File: src/rtl/fifo_uart_tx.sv
// FIFO read-side drain: pops one byte per frame and serialises it as 8N1 UART on tx.
// Define FIFO_UART_TX_PARITY_EN to insert an even-parity bit between the data bits and the stop bit.
module fifo_uart_tx #(
  parameter int CLKS_PER_BIT = 16,
  parameter int DATA_W       = 8
) (
  input  logic              clk_r,
  input  logic              rst,
  input  logic              tx_en,
  input  logic              buf_empty,
  input  logic [DATA_W-1:0] buf_out,
  output logic              rd_en,
  output logic              tx,
  output logic              tx_busy,
  output logic [15:0]       tx_count
);

  localparam int               CNT_W     = $clog2(CLKS_PER_BIT);
  localparam logic [CNT_W-1:0] BAUD_LAST = CNT_W'(CLKS_PER_BIT - 1);
  localparam logic [2:0]       BIT_LAST  = 3'(DATA_W - 1);

`ifdef FIFO_UART_TX_PARITY_EN
  typedef enum logic [2:0] {IDLE, FETCH, LOAD, START, DATA, PARITY, STOP} state_t;
`else
  typedef enum logic [2:0] {IDLE, FETCH, LOAD, START, DATA, STOP} state_t;
`endif

  state_t            state_q, state_d;
  logic [CNT_W-1:0]  baud_q, baud_d;
  logic [2:0]        bit_q, bit_d;
  logic [DATA_W-1:0] shift_q, shift_d;
  logic [15:0]       count_q, count_d;
  logic              tx_q, tx_d;
  logic              rd_en_q, rd_en_d;
  logic              busy_q, busy_d;
  logic              bit_end;
`ifdef FIFO_UART_TX_PARITY_EN
  logic              parity_q, parity_d;
`endif

  assign bit_end = (baud_q == BAUD_LAST);

  always_comb begin
    state_d = state_q;
    baud_d  = baud_q;
    bit_d   = bit_q;
    shift_d = shift_q;
    count_d = count_q;
`ifdef FIFO_UART_TX_PARITY_EN
    parity_d = parity_q;
`endif
    case (state_q)
      IDLE: begin
        baud_d = '0;
        if (tx_en && !buf_empty) state_d = FETCH;
      end
      FETCH: begin
        baud_d  = '0;
        state_d = LOAD;
      end
      // The FIFO presents the popped byte one cycle after rd_en, so it is captured here.
      LOAD: begin
        baud_d  = '0;
        bit_d   = '0;
        shift_d = buf_out;
`ifdef FIFO_UART_TX_PARITY_EN
        parity_d = ^buf_out;
`endif
        state_d = START;
      end
      START: begin
        if (bit_end) begin
          baud_d  = '0;
          state_d = DATA;
        end else begin
          baud_d = baud_q + 1'b1;
        end
      end
      DATA: begin
        if (bit_end) begin
          baud_d  = '0;
          shift_d = shift_q >> 1;
          if (bit_q == BIT_LAST) begin
            bit_d = '0;
`ifdef FIFO_UART_TX_PARITY_EN
            state_d = PARITY;
`else
            state_d = STOP;
`endif
          end else begin
            bit_d = bit_q + 1'b1;
          end
        end else begin
          baud_d = baud_q + 1'b1;
        end
      end
`ifdef FIFO_UART_TX_PARITY_EN
      PARITY: begin
        if (bit_end) begin
          baud_d  = '0;
          state_d = STOP;
        end else begin
          baud_d = baud_q + 1'b1;
        end
      end
`endif
      // tx_en and buf_empty are only consulted here, so mid-frame changes never truncate a frame.
      STOP: begin
        if (bit_end) begin
          baud_d  = '0;
          count_d = count_q + 16'd1;
          state_d = (tx_en && !buf_empty) ? FETCH : IDLE;
        end else begin
          baud_d = baud_q + 1'b1;
        end
      end
      default: state_d = IDLE;
    endcase

    rd_en_d = (state_d == FETCH);
    busy_d  = (state_d != IDLE);
    case (state_d)
      START:   tx_d = 1'b0;
      DATA:    tx_d = shift_d[0];
`ifdef FIFO_UART_TX_PARITY_EN
      PARITY:  tx_d = parity_q;
`endif
      default: tx_d = 1'b1;
    endcase
  end

  always_ff @(posedge clk_r or posedge rst) begin
    if (rst) begin
      state_q <= IDLE;
      baud_q  <= '0;
      bit_q   <= '0;
      shift_q <= '0;
      count_q <= '0;
      tx_q    <= 1'b1;
      rd_en_q <= 1'b0;
      busy_q  <= 1'b0;
`ifdef FIFO_UART_TX_PARITY_EN
      parity_q <= 1'b0;
`endif
    end else begin
      state_q <= state_d;
      baud_q  <= baud_d;
      bit_q   <= bit_d;
      shift_q <= shift_d;
      count_q <= count_d;
      tx_q    <= tx_d;
      rd_en_q <= rd_en_d;
      busy_q  <= busy_d;
`ifdef FIFO_UART_TX_PARITY_EN
      parity_q <= parity_d;
`endif
    end
  end

  assign tx       = tx_q;
  assign rd_en    = rd_en_q;
  assign tx_busy  = busy_q;
  assign tx_count = count_q;

endmodule

File: config.mk
export PLATFORM = sky130hd
export DESIGN_NAME = fifo_uart_tx
export DESIGN_NICKNAME = d
export VERILOG_FILES = /design/src/rtl/fifo_uart_tx.sv
export SDC_FILE = /design/constraint.sdc
export NUM_CORES = 1
export LEC_CHECK = 0
export CAP_MARGIN = 10
export CORE_MARGIN = 2
export CORE_UTILIZATION = 32
export CTS_CLUSTER_DIAMETER = 150
export DETAILED_ROUTE_END_ITERATION = 10
export PLACE_DENSITY = 0.62
export SLEW_MARGIN = 20
export SYNTH_ARGS = -nofsm -noshare
export SYNTH_HDL_FRONTEND = slang
export SYNTH_SLANG_ARGS = --single-unit
File: constraint.sdc
create_clock -name clk_r -period 6.1 [get_ports clk_r]
set_clock_uncertainty 0.2 [all_clocks]
set_input_delay 0.61 -clock clk_r [delete_from_list [all_inputs] [get_ports clk_r]]
set_output_delay 0.61 -clock clk_r [all_outputs]
set_load 0.01 [all_outputs]
==> results.md, run 1 <==
- Status: finished clean
- Peak supply drop: 0.0001208 V
- Flop and latch count out of synthesis: 37
- Clock Pin Slew Worst Setup and Hold Paths: 0.07 ns
- Synth-to-Final Area Change: 25.55%
- Synth top cells by count: 36 x dfrtp_1, 23 x nand2_1, 12 x nor2_1
- Synth Area in XOR/XNOR: 7.492%
- Relative slew slack: 55.48%
- DRC viols: 0
- Reg2reg start: state_q[1]
- Fin crit period: 2.411 ns
- Crit path launch type: flop
- Synth Area in Compound Gates: 12.17%
- Main synth FF type: dfrtp_1
- Via count of the routed design: 1390
- Share of the synthesized area in the top cell type: 48.16%
- F_max: 414.7 MHz
- Crit-path max FO: 23
- Core Area: 0.005574 mm2
- Final Slew Violations: 0
- HPWL after DPL: 2609 um
- Post-synth net total: 197
- Share of cells above drive strength 1: 11.32%
- Max cap viols: 0
- Final WS setup: 3.689 ns
- Hold buffer count at CTS: 0
- Final Core Density: 42.13%
- Largest family of logic cells by synthesized area: simple AND/OR/NAND/NOR gates
- Final hold violations: 0
- Pre-antenna DRT Iters: 4
- Setup TNS: 0 ns
- Leakage power: 0.001036 uW
- DIE AREA: 0.006473 mm2
- Biggest area consumer among synthesized cells: dfrtp_1
- PortBufs: 30
- Total CTS buffers: 5
- Die Y: 80.46 um
- Routed len/inst: 12.85 um
- Final instance area: 0.002349 mm2
- Least-Margin Pin Slew: 0.6641 ns
- Post-Synth Adder-Cell Area: 2.676%
- Post-DP Area: 0.002227 mm2
- Min Hold Slack: 0.2763 ns
- Site row count: 27
- Post-Syn Area: 0.001871 mm2
- WP data arrival: 2.43 ns
- Worst endpoint required time: 6.12 ns
- Postcts setup bufs: 0
- H-tree depth: 2
- Antenna viol nets, final: 0
- N_diodes: 0
- RSZ-0062 raised after global routing: false
- GPL Wtd Cong: 0.6979
- Sink Count: 37
- Ys async rst share: 100.0%
- Hold Path Depth: 1
- Post_cts resized: 0
- Initial Util: 33.56%
- Setup CP Type: flop to flop
- Synth Area in Simple Gates: 23.28%
- IO Count: 31
- Crit share post-route: 39.53%
- Final setup viols: 0
- FF-to-FF setup slack: 3.69 ns
- Mapped Cells: 181
- Most common cell in the netlist: dfrtp_1
- CTS tree: yes
- Ranking of synthesized cells by area: dfrtp_1 48%, nand2_1 4.6%, xnor2_1 3.7%
- End of the worst hold path: tx_count[15]
- Total track usage: 12.67%
- Gr ovfl total: 0
- Post-synthesis sequential area ratio: 49.57%
- Mean post-synth cell area: 10.33 um2
- Die width: 80.46 um
- Mux cell area share after synthesis: 0.6020%
- Type of element capturing the critical path: flop
- Clk root buf: clkbuf_8
- Post-synth EDFFs: 0
- Hold crit path type: flop to flop
- Initial antenna violation count: 0
- Largest net degree at the start of global routing: 38
- Synthesis Warnings: 0
- Dpl ws: 3.614 ns
- Hold_sp: tx_count[15]
- Later-pin clock latency in the skew report: 0.29 ns
- Netlist cell types: 45
- Nets@finish: 227
- Clk buf depth: 2
- Final wirelength: 3648 um
- 1st-iter DRT viols: 65
- R2R Path End: tx
- Vias in the first global route: 1339
- FF-to-FF path depth: 4
- Vias per inst: 4.894
- First-pass GRT wire length: 6279 um
- Fill cells: 539
- Power per cell area: 316.5 mW/mm2
[registers in the layout, summed over array words and instances, names as in the netlist]
name / flops
state_q: 3
baud_q: 4
shift_q: 8
tx_count: 16
tx: 1
rd_en: 1
tx_busy: 1
bit_q: 3
[through the flow]
stage | instances | power [uW]
5_1_grt | 284 | 796.8
4_1_cts | 284 | 749.9
2_1_floorplan | 181 | 475.7
6_report | 284 | 743.3
3_5_place_dp | 276 | 525.2
3_3_place_gp | 276 | 520.9
[worst max path at each step]
stage                    start      endpoint  slack [ns]
floorplan            baud_q[0]  tx_count[11]        4.13
global placement    state_q[2]            tx        3.64
detailed placement  state_q[2]            tx        3.61
CTS                 state_q[2]            tx        3.60
global route        state_q[1]            tx        3.49
finish              state_q[1]            tx        3.69
[power breakdown]
group / leakage [uW] / switching (uW) / internal [uW]
Sequential: 0.000478 / 54.9 / 296
Combinational: 0.000500 / 87.6 / 84.3
Clock: 0.0000585 / 87.6 / 133
Total: 0.00104 / 230 / 513
[per-layer routing]
layer  GRT usage, %  wire (um)
met1          16.83       1730
met2          20.00       1707
met3          3.146        160
met4          4.576         50
met5              0          0
[worst max-delay path, stage by stage (launching register included)]
cell     delay [ns]
dfrtp_1        0.77
nor3b_2        0.61
a21oi_2        0.17
a221o_1        0.35
o31a_1         0.25
[layout by cell type, fill, tap and decap left out, types with 2 or more instances in the layout]
| cell type | synthesis | routed |
|---|---|---|
| nand4_1 | 3 | 3 |
| a22oi_1 | 7 | 7 |
| nor2b_1 | 4 | 4 |
| or4_4 | 2 | 2 |
| a22o_1 | 2 | 2 |
| inv_1 | 10 | 10 |
| clkbuf_8 | 0 | 6 |
| or3_1 | 2 | 2 |
| a21oi_1 | 4 | 4 |
| nand3_1 | 6 | 6 |
| nor3_4 | 3 | 3 |
| and2_1 | 2 | 2 |
| nand3b_1 | 2 | 2 |
| ha_1 | 4 | 4 |
| nand2_1 | 23 | 23 |
| nand2b_1 | 3 | 3 |
| dfrtp_1 | 36 | 36 |
| xor2_1 | 8 | 8 |
| o21ai_0 | 8 | 8 |
| nor2_1 | 12 | 12 |
| clkdlybuf4s50_1 | 0 | 30 |
| xnor2_1 | 8 | 8 |
| nor3_2 | 2 | 3 |
[cell families after synthesis]
kind of cell | Yosys count
adder cells (fa/ha/maj) | 4
AND/OR/NAND/NOR | 72
flip-flops | 37
buffers and inverters | 18
XOR/XNOR | 16
multiplexers | 1
AO/OA/AOI/OAI | 33
[area by class of cell]
type / instances / area (um2) / share of cell area, %
clock buffer: 7 / 86.33 / 3.676
clock inverter: 1 / 30.03 / 1.279
inverter: 10 / 37.54 / 1.598
multi-input combinational: 126 / 869.6 / 37.03
sequential: 37 / 927.1 / 39.48
tap: 72 / 90.09 / 3.836
timing repair buffer: 31 / 307.8 / 13.11
Note: power is estimated with default switching activity, not from simulation.
==> run 2: changes to the inputs <==
--- a/config.mk
+++ b/config.mk
@@ -10,7 +10,7 @@
 export CORE_UTILIZATION = 32
 export CTS_CLUSTER_DIAMETER = 150
 export DETAILED_ROUTE_END_ITERATION = 10
-export PLACE_DENSITY = 0.62
+export PLACE_DENSITY = 0.63
 export SLEW_MARGIN = 20
 export SYNTH_ARGS = -nofsm -noshare
 export SYNTH_HDL_FRONTEND = slang
==> constraint.sdc (replaced) <==
create_clock -name clk_r -period 2.1 [get_ports clk_r]
set_clock_uncertainty 0.2 [all_clocks]
set_input_delay 0.21 -clock clk_r [delete_from_list [all_inputs] [get_ports clk_r]]
set_output_delay 0.21 -clock clk_r [all_outputs]
set_load 0.01 [all_outputs]
==> run 2 against run 1 <==
  * Global-route usage decreased by 0.15 points
  * Combinational power increased to 3.5 times the previous value
  * Critical path depth increased by 1
  * Sequential cell count unchanged
  * Core utilization increased by 0.63 points
  * Critical path type unchanged
  * Largest power group unchanged
==> results.md, run 2 (synthesized netlist as in run 1, its figures left out) <==
- Via count of the routed design: 1438 (+3.5%)
- Later-pin clock latency in the skew report: 0.29 ns (about the same)
- Total CTS buffers: 5 (unchanged)
- Clock Pin Slew Worst Setup and Hold Paths: 0.08 ns (about the same)
- Fin crit period: 1.974 ns (-0.4370 ns)
- Status: finished clean
- Max cap viols: 0 (unchanged)
- Setup CP Type: flop to flop
- Final hold violations: 0 (unchanged)
- Final setup viols: 0 (unchanged)
- Leakage power: 0.001069 uW (+3.1%)
- Placed cells: 284 (+2.9%)
- Crit path launch: baud_q[0]
- Die Y: 80.46 um (unchanged)
- Post_cts resized: 0 (unchanged)
- Vias per inst: 4.925 (+0.62%)
- Site row count: 27 (unchanged)
- Tot Pwr: 2094 uW (+180%)
- H-tree depth: 2 (unchanged)
- Post-DP Area: 0.002287 mm2 (+2.7%)
- First-pass GRT wire length: 6361 um (+1.3%)
- N_diodes: 0 (unchanged)
- Reg2reg start: baud_q[0]
- FF-to-FF setup slack: 0.13 ns (-3.56 ns)
- Min Hold Slack: 0.1323 ns (-0.1440 ns)
- Crit-path max FO: 5 (-78%)
- Die width: 80.46 um (unchanged)
- Relative slew slack: 69.17% (+14 points)
- Postcts setup bufs: 0 (unchanged)
- R2R Path End: tx_count[14]
- Clk buf depth: 2 (unchanged)
- Type of element capturing the critical path: flop
- DRC viols: 0 (unchanged)
- 1st-iter DRT viols: 75 (+15%)
- Routed len/inst: 12.59 um (-2.0%)
- Final wirelength: 3677 um (+0.79%)
- Pre-antenna DRT Iters: 4 (unchanged)
- Peak supply drop: 0.0003320 V (+170%)
- Sink Count: 37 (unchanged)
- WP data arrival: 1.99 ns (-0.44 ns)
- Hold buffer count at CTS: 0 (unchanged)
- Initial Util: 33.56% (unchanged)
- Nets@finish: 235 (+3.5%)
- Finished Layout Cells: 292 (+2.8%)
- FF-to-FF path depth: 5 (+1)
- Vias in the first global route: 1410 (+5.3%)
- Crit path to: tx_count[14]
- Synth-to-Final Area Change: 27.42%
- F_max: 506.5 MHz (+22%)
- Final Slew Violations: 0 (unchanged)
- Least-Margin Pin Slew: 0.4624 ns (-0.2017 ns)
- PortBufs: 30 (unchanged)
- Worst endpoint required time: 2.11 ns (-4.01 ns)
- Share of cells above drive strength 1: 14.55% (+3.2 points)
- Final instance area: 0.002384 mm2 (+1.5%)
- Core Area: 0.005574 mm2 (unchanged)
- Crit share post-route: 94.01% (+54 points)
- Largest net degree at the start of global routing: 38 (unchanged)
- IO Count: 31 (unchanged)
- DIE AREA: 0.006473 mm2 (unchanged)
- CTS tree: yes
- Most common cell after layout, fill and taps aside: dfrtp_1
- Setup TNS: 0 ns (unchanged)
- Antenna viol nets, final: 0 (unchanged)
- Power per cell area: 878.6 mW/mm2 (+180%)
- Total track usage: 12.52% (-0.15 points)
- Hold crit path type: input port to async pin
- Crit path launch type: flop
- Most frequent cells in the layout: 36 x dfrtp_1, 30 x clkdlybuf4s50_1, 23 x nand2_1
- HPWL after DPL: 2607 um (about the same)
- Initial antenna violation count: 0 (unchanged)
- GPL Wtd Cong: 0.7565 (+8.4%)
- RSZ-0062 raised after global routing: false
- Max reg flops: 16 (unchanged)
- Clk root buf: clkbuf_8
- Gr ovfl total: 0 (unchanged)
run 2: layout make-up:
cell class | count | area, um2
Clock buffer | 6 | 82.58
Multi-Input combinational cell | 126 | 864.6
Clock inverter | 2 | 13.76
Fill cell | 543 | 3191
Inverter | 10 | 37.54
Sequential cell | 37 | 927.1
Tap cell | 72 | 90.09
Timing Repair Buffer | 39 | 367.9
run 2: routing by layer:
layer	global-route usage, %	up-vias	share of wire [%]
met5	0	-	0
li1	-	702	-
met1	17.00	690	47
met3	3.034	4	5.2
met4	3.559	0	0.63
met2	19.83	42	47
run 2: worst min path at each step:
stage,start,endpoint,slack [ns],cells after the start
2_1_floorplan,buf_out[7],shift_q[7],0.13,2
3_3_place_gp,shift_q[6],shift_q[6],0.26,2
3_5_place_dp,tx_count[15],tx_count[15],0.26,1
4_1_cts,rst,tx_count[5],0.15,3
5_1_grt,rst,tx_count[9],0.20,3
6_report,rst,tx_count[9],0.13,3
run 2: where the power goes:
part / internal, uW / total [uW] / switching [uW]
logic: 291 / 605 / 314
clock network: 266 / 521 / 255
registers: 860 / 968 / 108
total: 1420 / 2090 / 677
run 2: per-stage QoR:
step / setup WS, ns / util, %
6_report: 0.1257 / 42.76
5_1_grt: 0.02898 / 42.76
4_1_cts: 0.1110 / 42.76
3_5_place_dp: 0.1124 / 41.03
3_3_place_gp: 0.1837 / 41.03
2_1_floorplan: 0.1309 / -
run 2: worst max-delay path, cell delays in order, from the launching register on:
cell and delay [ns]:
dfrtp_1 0.39, ha_1 0.23, nand4_4 0.14, or4_4 0.61
nor4_2 0.19, xnor2_1 0.15
